## src/rtl/fetch_stage.sv

```systemverilog
// Instruction-fetch stage: owns the PC, addresses instruction memory and fills the IF/ID register.
// Optional performance counters are enabled by defining FETCH_PERF_COUNT_EN.
module fetch_stage #(
    parameter logic [31:0] RESET_PC  = 32'h0000_0000,
    parameter int unsigned MEM_BYTES = 2048,
    parameter logic [31:0] NOP_INSTR = 32'h0000_0013
) (
    input  logic        clk_i,
    input  logic        rst_i,
    input  logic        stall_i,
    input  logic        redirect_i,
    input  logic [31:0] redirect_target_i,
    output logic [31:0] imem_addr_o,
    input  logic [31:0] imem_instr_i,
    output logic        if_valid_o,
    output logic [31:0] if_instr_o,
    output logic [31:0] if_pc_o,
    output logic [31:0] if_pc_plus4_o,
    output logic        fault_o,
`ifdef FETCH_PERF_COUNT_EN
    output logic [31:0] perf_fetch_o,
    output logic [31:0] perf_stall_o,
`endif
    output logic [31:0] fault_pc_o
);

    localparam logic [31:0] LAST_PC = 32'(MEM_BYTES - 4);

    typedef enum logic {ST_RUN, ST_HALT} state_t;

    state_t      r_state, w_state_n;
    logic [31:0] r_pc, w_pc_n;
    logic        r_valid, w_valid_n;
    logic [31:0] r_instr, w_instr_n;
    logic [31:0] r_if_pc, w_if_pc_n;
    logic [31:0] r_if_pc4, w_if_pc4_n;
    logic        r_fault, w_fault_n;
    logic [31:0] r_fault_pc, w_fault_pc_n;
    logic        w_legal;
    logic [31:0] w_pc_plus4;

    // Range check uses the upper bound directly so pc+4 wrap can never look legal.
    assign w_legal    = (r_pc[1:0] == 2'b00) && (r_pc <= LAST_PC);
    assign w_pc_plus4 = r_pc + 32'd4;

    always_ff @(posedge clk_i) begin
        if (rst_i) begin
            r_state    <= ST_RUN;
            r_pc       <= RESET_PC;
            r_valid    <= 1'b0;
            r_instr    <= NOP_INSTR;
            r_if_pc    <= '0;
            r_if_pc4   <= '0;
            r_fault    <= 1'b0;
            r_fault_pc <= '0;
        end else begin
            r_state    <= w_state_n;
            r_pc       <= w_pc_n;
            r_valid    <= w_valid_n;
            r_instr    <= w_instr_n;
            r_if_pc    <= w_if_pc_n;
            r_if_pc4   <= w_if_pc4_n;
            r_fault    <= w_fault_n;
            r_fault_pc <= w_fault_pc_n;
        end
    end

    always_comb begin
        w_state_n    = r_state;
        w_pc_n       = r_pc;
        w_valid_n    = r_valid;
        w_instr_n    = r_instr;
        w_if_pc_n    = r_if_pc;
        w_if_pc4_n   = r_if_pc4;
        w_fault_n    = r_fault;
        w_fault_pc_n = r_fault_pc;
        if (r_state == ST_RUN) begin
            if (redirect_i) begin
                w_pc_n     = redirect_target_i;
                w_valid_n  = 1'b0;
                w_instr_n  = NOP_INSTR;
                w_if_pc_n  = '0;
                w_if_pc4_n = '0;
            end else if (!stall_i) begin
                if (w_legal) begin
                    w_pc_n     = w_pc_plus4;
                    w_valid_n  = 1'b1;
                    w_instr_n  = imem_instr_i;
                    w_if_pc_n  = r_pc;
                    w_if_pc4_n = w_pc_plus4;
                end else begin
                    w_state_n    = ST_HALT;
                    w_valid_n    = 1'b0;
                    w_instr_n    = NOP_INSTR;
                    w_if_pc_n    = '0;
                    w_if_pc4_n   = '0;
                    w_fault_n    = 1'b1;
                    w_fault_pc_n = r_pc;
                end
            end
        end
    end

`ifdef FETCH_PERF_COUNT_EN
    logic [31:0] r_perf_fetch;
    logic [31:0] r_perf_stall;
    logic        w_fetch_hit;
    logic        w_stall_hit;

    assign w_fetch_hit = (r_state == ST_RUN) && !redirect_i && !stall_i && w_legal;
    assign w_stall_hit = (r_state == ST_RUN) && !redirect_i && stall_i;

    always_ff @(posedge clk_i) begin
        if (rst_i) begin
            r_perf_fetch <= '0;
            r_perf_stall <= '0;
        end else begin
            if (w_fetch_hit) r_perf_fetch <= r_perf_fetch + 32'd1;
            if (w_stall_hit) r_perf_stall <= r_perf_stall + 32'd1;
        end
    end

    assign perf_fetch_o = r_perf_fetch;
    assign perf_stall_o = r_perf_stall;
`endif

    assign imem_addr_o   = r_pc;
    assign if_valid_o    = r_valid;
    assign if_instr_o    = r_instr;
    assign if_pc_o       = r_if_pc;
    assign if_pc_plus4_o = r_if_pc4;
    assign fault_o       = r_fault;
    assign fault_pc_o    = r_fault_pc;

endmodule

```

## config.mk

```make
export PLATFORM = sky130hd
export DESIGN_NAME = fetch_stage
export DESIGN_NICKNAME = d
export VERILOG_FILES = /design/src/rtl/fetch_stage.sv
export SDC_FILE = /design/constraint.sdc
export NUM_CORES = 1
export LEC_CHECK = 0
export CORE_UTILIZATION = 40
export CTS_CLUSTER_DIAMETER = 120
export DETAILED_ROUTE_END_ITERATION = 12
export GPL_TIMING_DRIVEN = 1
export PLACE_DENSITY = 0.79
export SYNTH_ARGS = -nofsm -noshare
export SYNTH_HDL_FRONTEND = slang
export SYNTH_SLANG_ARGS = --single-unit
```

## constraint.sdc

```tcl
create_clock -name clk_i -period 4.25 [get_ports clk_i]
set_input_delay 0.85 -clock clk_i [delete_from_list [all_inputs] [get_ports clk_i]]
set_output_delay 0.85 -clock clk_i [all_outputs]
set_load 0.03 [all_outputs]
```

# --- Yosys cells after proc, flatten, opt, wreduce, memory -nomap -nowiden ---
# Index checks and enable logic that the tools add are counted.
word_totals:
  register_bits: 163
  output_inout_bits: 162
classes:
  n_lt_le_gt_ge: 1
  reduce_logical: 6
  n_eq_ne: 1
  bitwise: 4
  addsub: 1
  mux: 19
op_table:
  columns: ["operator", "n"]
  rows:
  - ["two-way mux 32 bit", 12]
  - ["adder 32 x 3 -> 32 bit, second input constant", 1]
  - ["<= comparator 32 x 11 -> 1 bit, second input constant", 1]
  - ["two-way mux 1 bit", 7]
  - ["NOT 1 bit", 4]
  - ["AND reduction 4 bit", 1]
  - ["AND reduction 3 bit", 1]
  - ["logical NOT 2 bit", 1]
  - ["inequality test 2 x 1 -> 1 bit, second input constant", 1]
  - ["AND reduction 2 bit", 1]
  - ["nonzero test 2 bit", 1]
  - ["logical AND 1 bit", 1]

# --- Logic depth before layout (Yosys ltp) ---
logic_depth:
  ltp_word: 6
  depth_mapped: 7
  ltp_nobuf: 6

# --- Worst setup path before layout ---
# OpenSTA, ideal clock, no wires.
synth_path:
  kind: "input to register"
  from: "input stall_i"
  to: "register r_valid (netlist: if_valid_o)"
  cell_stages: 6
  path_buffers: 2
  required_time_ns: 4.180
  setup_time_ns: 0.070
  t_arrival_ns: 1.973
  path_slack_ns: 2.206
  path_cell_list: "inv_1 -> o21ai_1 -> clkbuf_1 -> clkbuf_1 -> nand2_1 -> a21oi_1"
synth_via:
  elab_chain_cells: 2
synth_rtl:
  columns: ["item", "line", "source"]
  rows:
  - ["start: declaration", "10", "input logic stall_i,"]
  - ["inequality test 2 x 1 -> 1 bit (no source line)", null, null]
  - ["AND reduction 2 bit (no source line)", null, null]
  - ["end signal: assignment", "59", "r_valid <= w_valid_n;"]
  - ["end: declaration", "33", "logic r_valid, w_valid_n;"]
# Every way passes these cells.
# A chain may end at the register's enable or synchronous reset.

# --- Worst setup path in the final report ---
layout_path:
  from: "register r_pc[14] (netlist: imem_addr_o[14])"
  to: "register r_fault_pc[31] (netlist: fault_pc_o[31])"
layout_via:
  elab_chain_cells: 4
layout_rtl:
  columns: ["item", "line", "source"]
  rows:
  - ["start: declaration", "32", "logic [31:0] r_pc, w_pc_n;"]
  - ["start signal: assignment", "58", "r_pc <= w_pc_n;"]
  - ["<= comparator 32 x 11 -> 1 bit", "43", "assign w_legal = (r_pc[1:0] == 2'b00) && (r_pc <= LAST_PC);"]
  - ["logical AND 1 bit", "43", null]
  - ["NOT 1 bit (no source line)", null, null]
  - ["AND reduction 4 bit (no source line)", null, null]
  - ["end signal: assignment", "64", "r_fault_pc <= w_fault_pc_n;"]
  - ["end: declaration", "38", "logic [31:0] r_fault_pc, w_fault_pc_n;"]
# Every way passes these cells.

==> impl_metrics.toml <==
[power_and_ir_drop]
p_leak_nw = 3.30
swShare_pct = 27.0
p_clk_share_pct = 41.0
power_density_mw_per_mm2 = 400
power_switching_mw = 0.933
peakVddDrop_uv = 287
p_int_mw = 2.52
seqPwrFrac_pct = 46.1
combPwrFrac_pct = 12.8
total_power_mw = 3.46

[floorplanning]
start_util_pct = 41.2
num_rows = 43
ios = 230
die_h_um = 122
core_area_mm2 = 0.0139
dieWidth_um = 122
die_area_mm2 = 0.0148

[sta]
slew_violations = 0
rsz0062_at_grt = "no"
skew_ps = 9.89
layout_worst_path_cycle_share_pct = 65.4
layout_min_cycle_time_ps = 2780
setup_viol = 0
slew-limit-headroom_pct = 18.7
max_freq_mhz = 360
setup_tns_ps = 0
tightestPinTransition_ps = 1220
hold_violations = 0
fin_hold_ws_ps = 452

[global_route]
antenna_found_initial = 0
grt_max_degree = 78
grt_overflow = 0
grtUsageTotal_pct = 22.1
grt_pass1_wl_um = 25300
grt_pass1_vias = 4949

[finish]
final_common_cell = "clkdlybuf4s50_1"
synthToLayoutAreaGrowth_pct = 50.6
utilization_pct = 62.0
layout.nets = 873
final_cell_mix = "clkdlybuf4s50_1, dfxtp_1, nor2_1, nand2_1, and2_1"
drive_gt1_share_pct = 6.36
fin_cells = 997
diodes = 0

[yosys]
synth-seq-cells = 161
synth-seq-area-share_pct = 56.2
syn-instance-count = 597
synthesis.area_mm2 = 0.00574
ys_warn_count = 0
avgSynthCellArea_um2 = 9.61
syn_nets = 666
yosysUniqueCellTypes = 43

[clock_tree]
clock_latency_ps = 420
post_cts_buffers = 0
cts_tree = "yes"
cts-root-buf = "clkbuf_16"
htreeDepth = 4
ctsLongestPathBuffers = 2
clock_sinks = 161
numCtsBuffers = 17
cts_hold_buf = 0
clk_pin_slew_ps = 60
post_cts_resized = 0

[drt]
viasPerCell = 5.06
via_count = 5044
firstDrtPassIters = 4
avgRoutedWirePerCell_um = 16.4
drcViolationCount = 0
dr.first_iter.drc_count = 292
ant_nets = 0
wl_um = 16400

[worst_setup_path]
crit_fanout = 18
critPathKind = "reg -> reg"
worstReg2RegEnd = "fault_pc_o[31]$_SDFFE_PP0P_"
endpoint_kind = "flip-flop"
rr_startpoint = "imem_addr_o[14]$_SDFFE_PP0P_"
reg2reg_slack_ps = 1470
crit_chain = "nor4_1 > nand2_1 > o211ai_4 > buf_4 > mux2i_1 > nor2_1"
crit_path_max_incr_delay_ps = 650
reg2reg_depth = 6
cp_data_arrival_time_ps = 3050
slowest_stage = "o211ai_4"
cp-start-kind = "flip-flop"
required_ps = 4520

[min_path]
hold_class = "reg -> reg"
min_delay_path_depth = 2
worst_hold_startpoint = "fault_o$_SDFFE_PP0P_"
holdPathEnd = "fault_o$_SDFFE_PP0P_"

[placement]
dp_hpwl_um = 11200
io_buffers = 229
post-place-cells = 965
gp_congestion = 0.846

[job]
drv_cap = 0

[outcome]
status = "finished, final reports clean"
## worst max-delay path, delay by kind of cell, from the launching register on
kind	cells	cell delay (ps)
AO/OA/AOI/OAI	1	650
buffers and inverters	1	450
flip-flops	1	370
multiplexers	1	270
AND/OR/NAND/NOR	3	900
## per-layer routing
layer	vias to the layer above	global-route usage, %	share of wire [%]
met5	-	0	0
met4	0	7.87	1.4
met3	17	7.68	8.1
met2	195	36.4	47
met1	2394	26.5	43
li1	2438	-	-
## sequential cells by signal, indices dropped and copies added (netlist names)
register / flops
fault_pc_o: 32
if_instr_o: 32
if_pc_o: 32
imem_addr_o: 32
if_pc_plus4_o: 30
fault_o: 1
if_valid_o: 1
r_state: 1
## area by class of cell
cell class	count	area [um2]
Inverter	5	18.8
Sequential cell	161	3220
Clock inverter	13	103
Multi-Input combinational cell	384	2290
Fill cell	1103	5290
Clock buffer	19	453
Timing Repair Buffer	235	2330
Tap cell	180	225
## power groups by stage
stage | combinational, mW | sequential, mW | clock (mW)
floorplan | 0.196 | 1.68 | 0
global placement | 0.434 | 1.63 | 0
detailed placement | 0.442 | 1.63 | 0
CTS | 0.446 | 1.59 | 1.45
global route | 0.475 | 1.60 | 1.52
finish | 0.444 | 1.59 | 1.42
## kinds of logic (layout without fill, tap and decap cells)
| kind of cell | Yosys count | after routing | synth area share [%] |
|---|---|---|---|
| adders and majority gates | 1 | 1 | 0.218 |
| muxes | 35 | 35 | 6.13 |
| DFF | 161 | 161 | 56.2 |
| AOI/OAI and AO/OA | 107 | 107 | 12.3 |
| buffers and inverters | 52 | 272 | 4.45 |
| xor gates and xnor gates | 9 | 9 | 1.37 |
| and+or+nand+nor | 232 | 232 | 19.3 |
## worst max path at each step
stage                                       startpoint                          end  slack [ps]  depth (start not counted)
after floorplan                                stall_i      if_valid_o$_SDFFE_PP0P_        2210                          6
after global routing      imem_addr_o[14]$_SDFFE_PP0P_  fault_pc_o[31]$_SDFFE_PP0P_        1330                          6
after global placement                         stall_i  imem_addr_o[5]$_SDFFE_PP0P_        1200                          6
final                     imem_addr_o[14]$_SDFFE_PP0P_  fault_pc_o[31]$_SDFFE_PP0P_        1470                          6
after CTS                 imem_addr_o[14]$_SDFFE_PP0P_  fault_pc_o[31]$_SDFFE_PP0P_        1500                          6
after detailed placement                       stall_i  imem_addr_o[9]$_SDFFE_PP0P_        1100                          6
## synthesized netlist by cell type, drive strengths merged
library cell	n	area, um2
dfxtp	161	3220
nor2	84	315
nand2	57	214
and2	43	269
a21oi	42	210
a22oi	40	300
clkbuf	34	128
mux2i	34	340
nand3	22	110
buf	13	109
nand2b	9	56.3
nor4	6	62.6
o211ai	6	58.8
o21ai	6	30.0
inv	5	18.8
xor2	5	43.8
xnor2	4	35.0
nor3	3	15.0
o22ai	3	18.8
and3	2	12.5
nand4	2	18.8
o41ai	2	17.5
a211oi	1	7.51
a21o	1	7.51
a22o	1	8.76
a2bb2oi	1	8.76
a311oi	1	8.76
a32o	1	10.0
and4	1	8.76
ha	1	12.5
mux2	1	11.3
nand4b	1	8.76
nor3b	1	7.51
o2111a	1	11.3
o31ai	1	7.51
or4	1	11.3
## stage by stage
step                setup WS [ps]  cell area [um2]
floorplan                    2210             5740
global placement             1200             8090
detailed placement           1100             8090
CTS                          1500             8640
global route                 1330             8640
finish                       1470             8640
(Power assumes the default switching activity.)
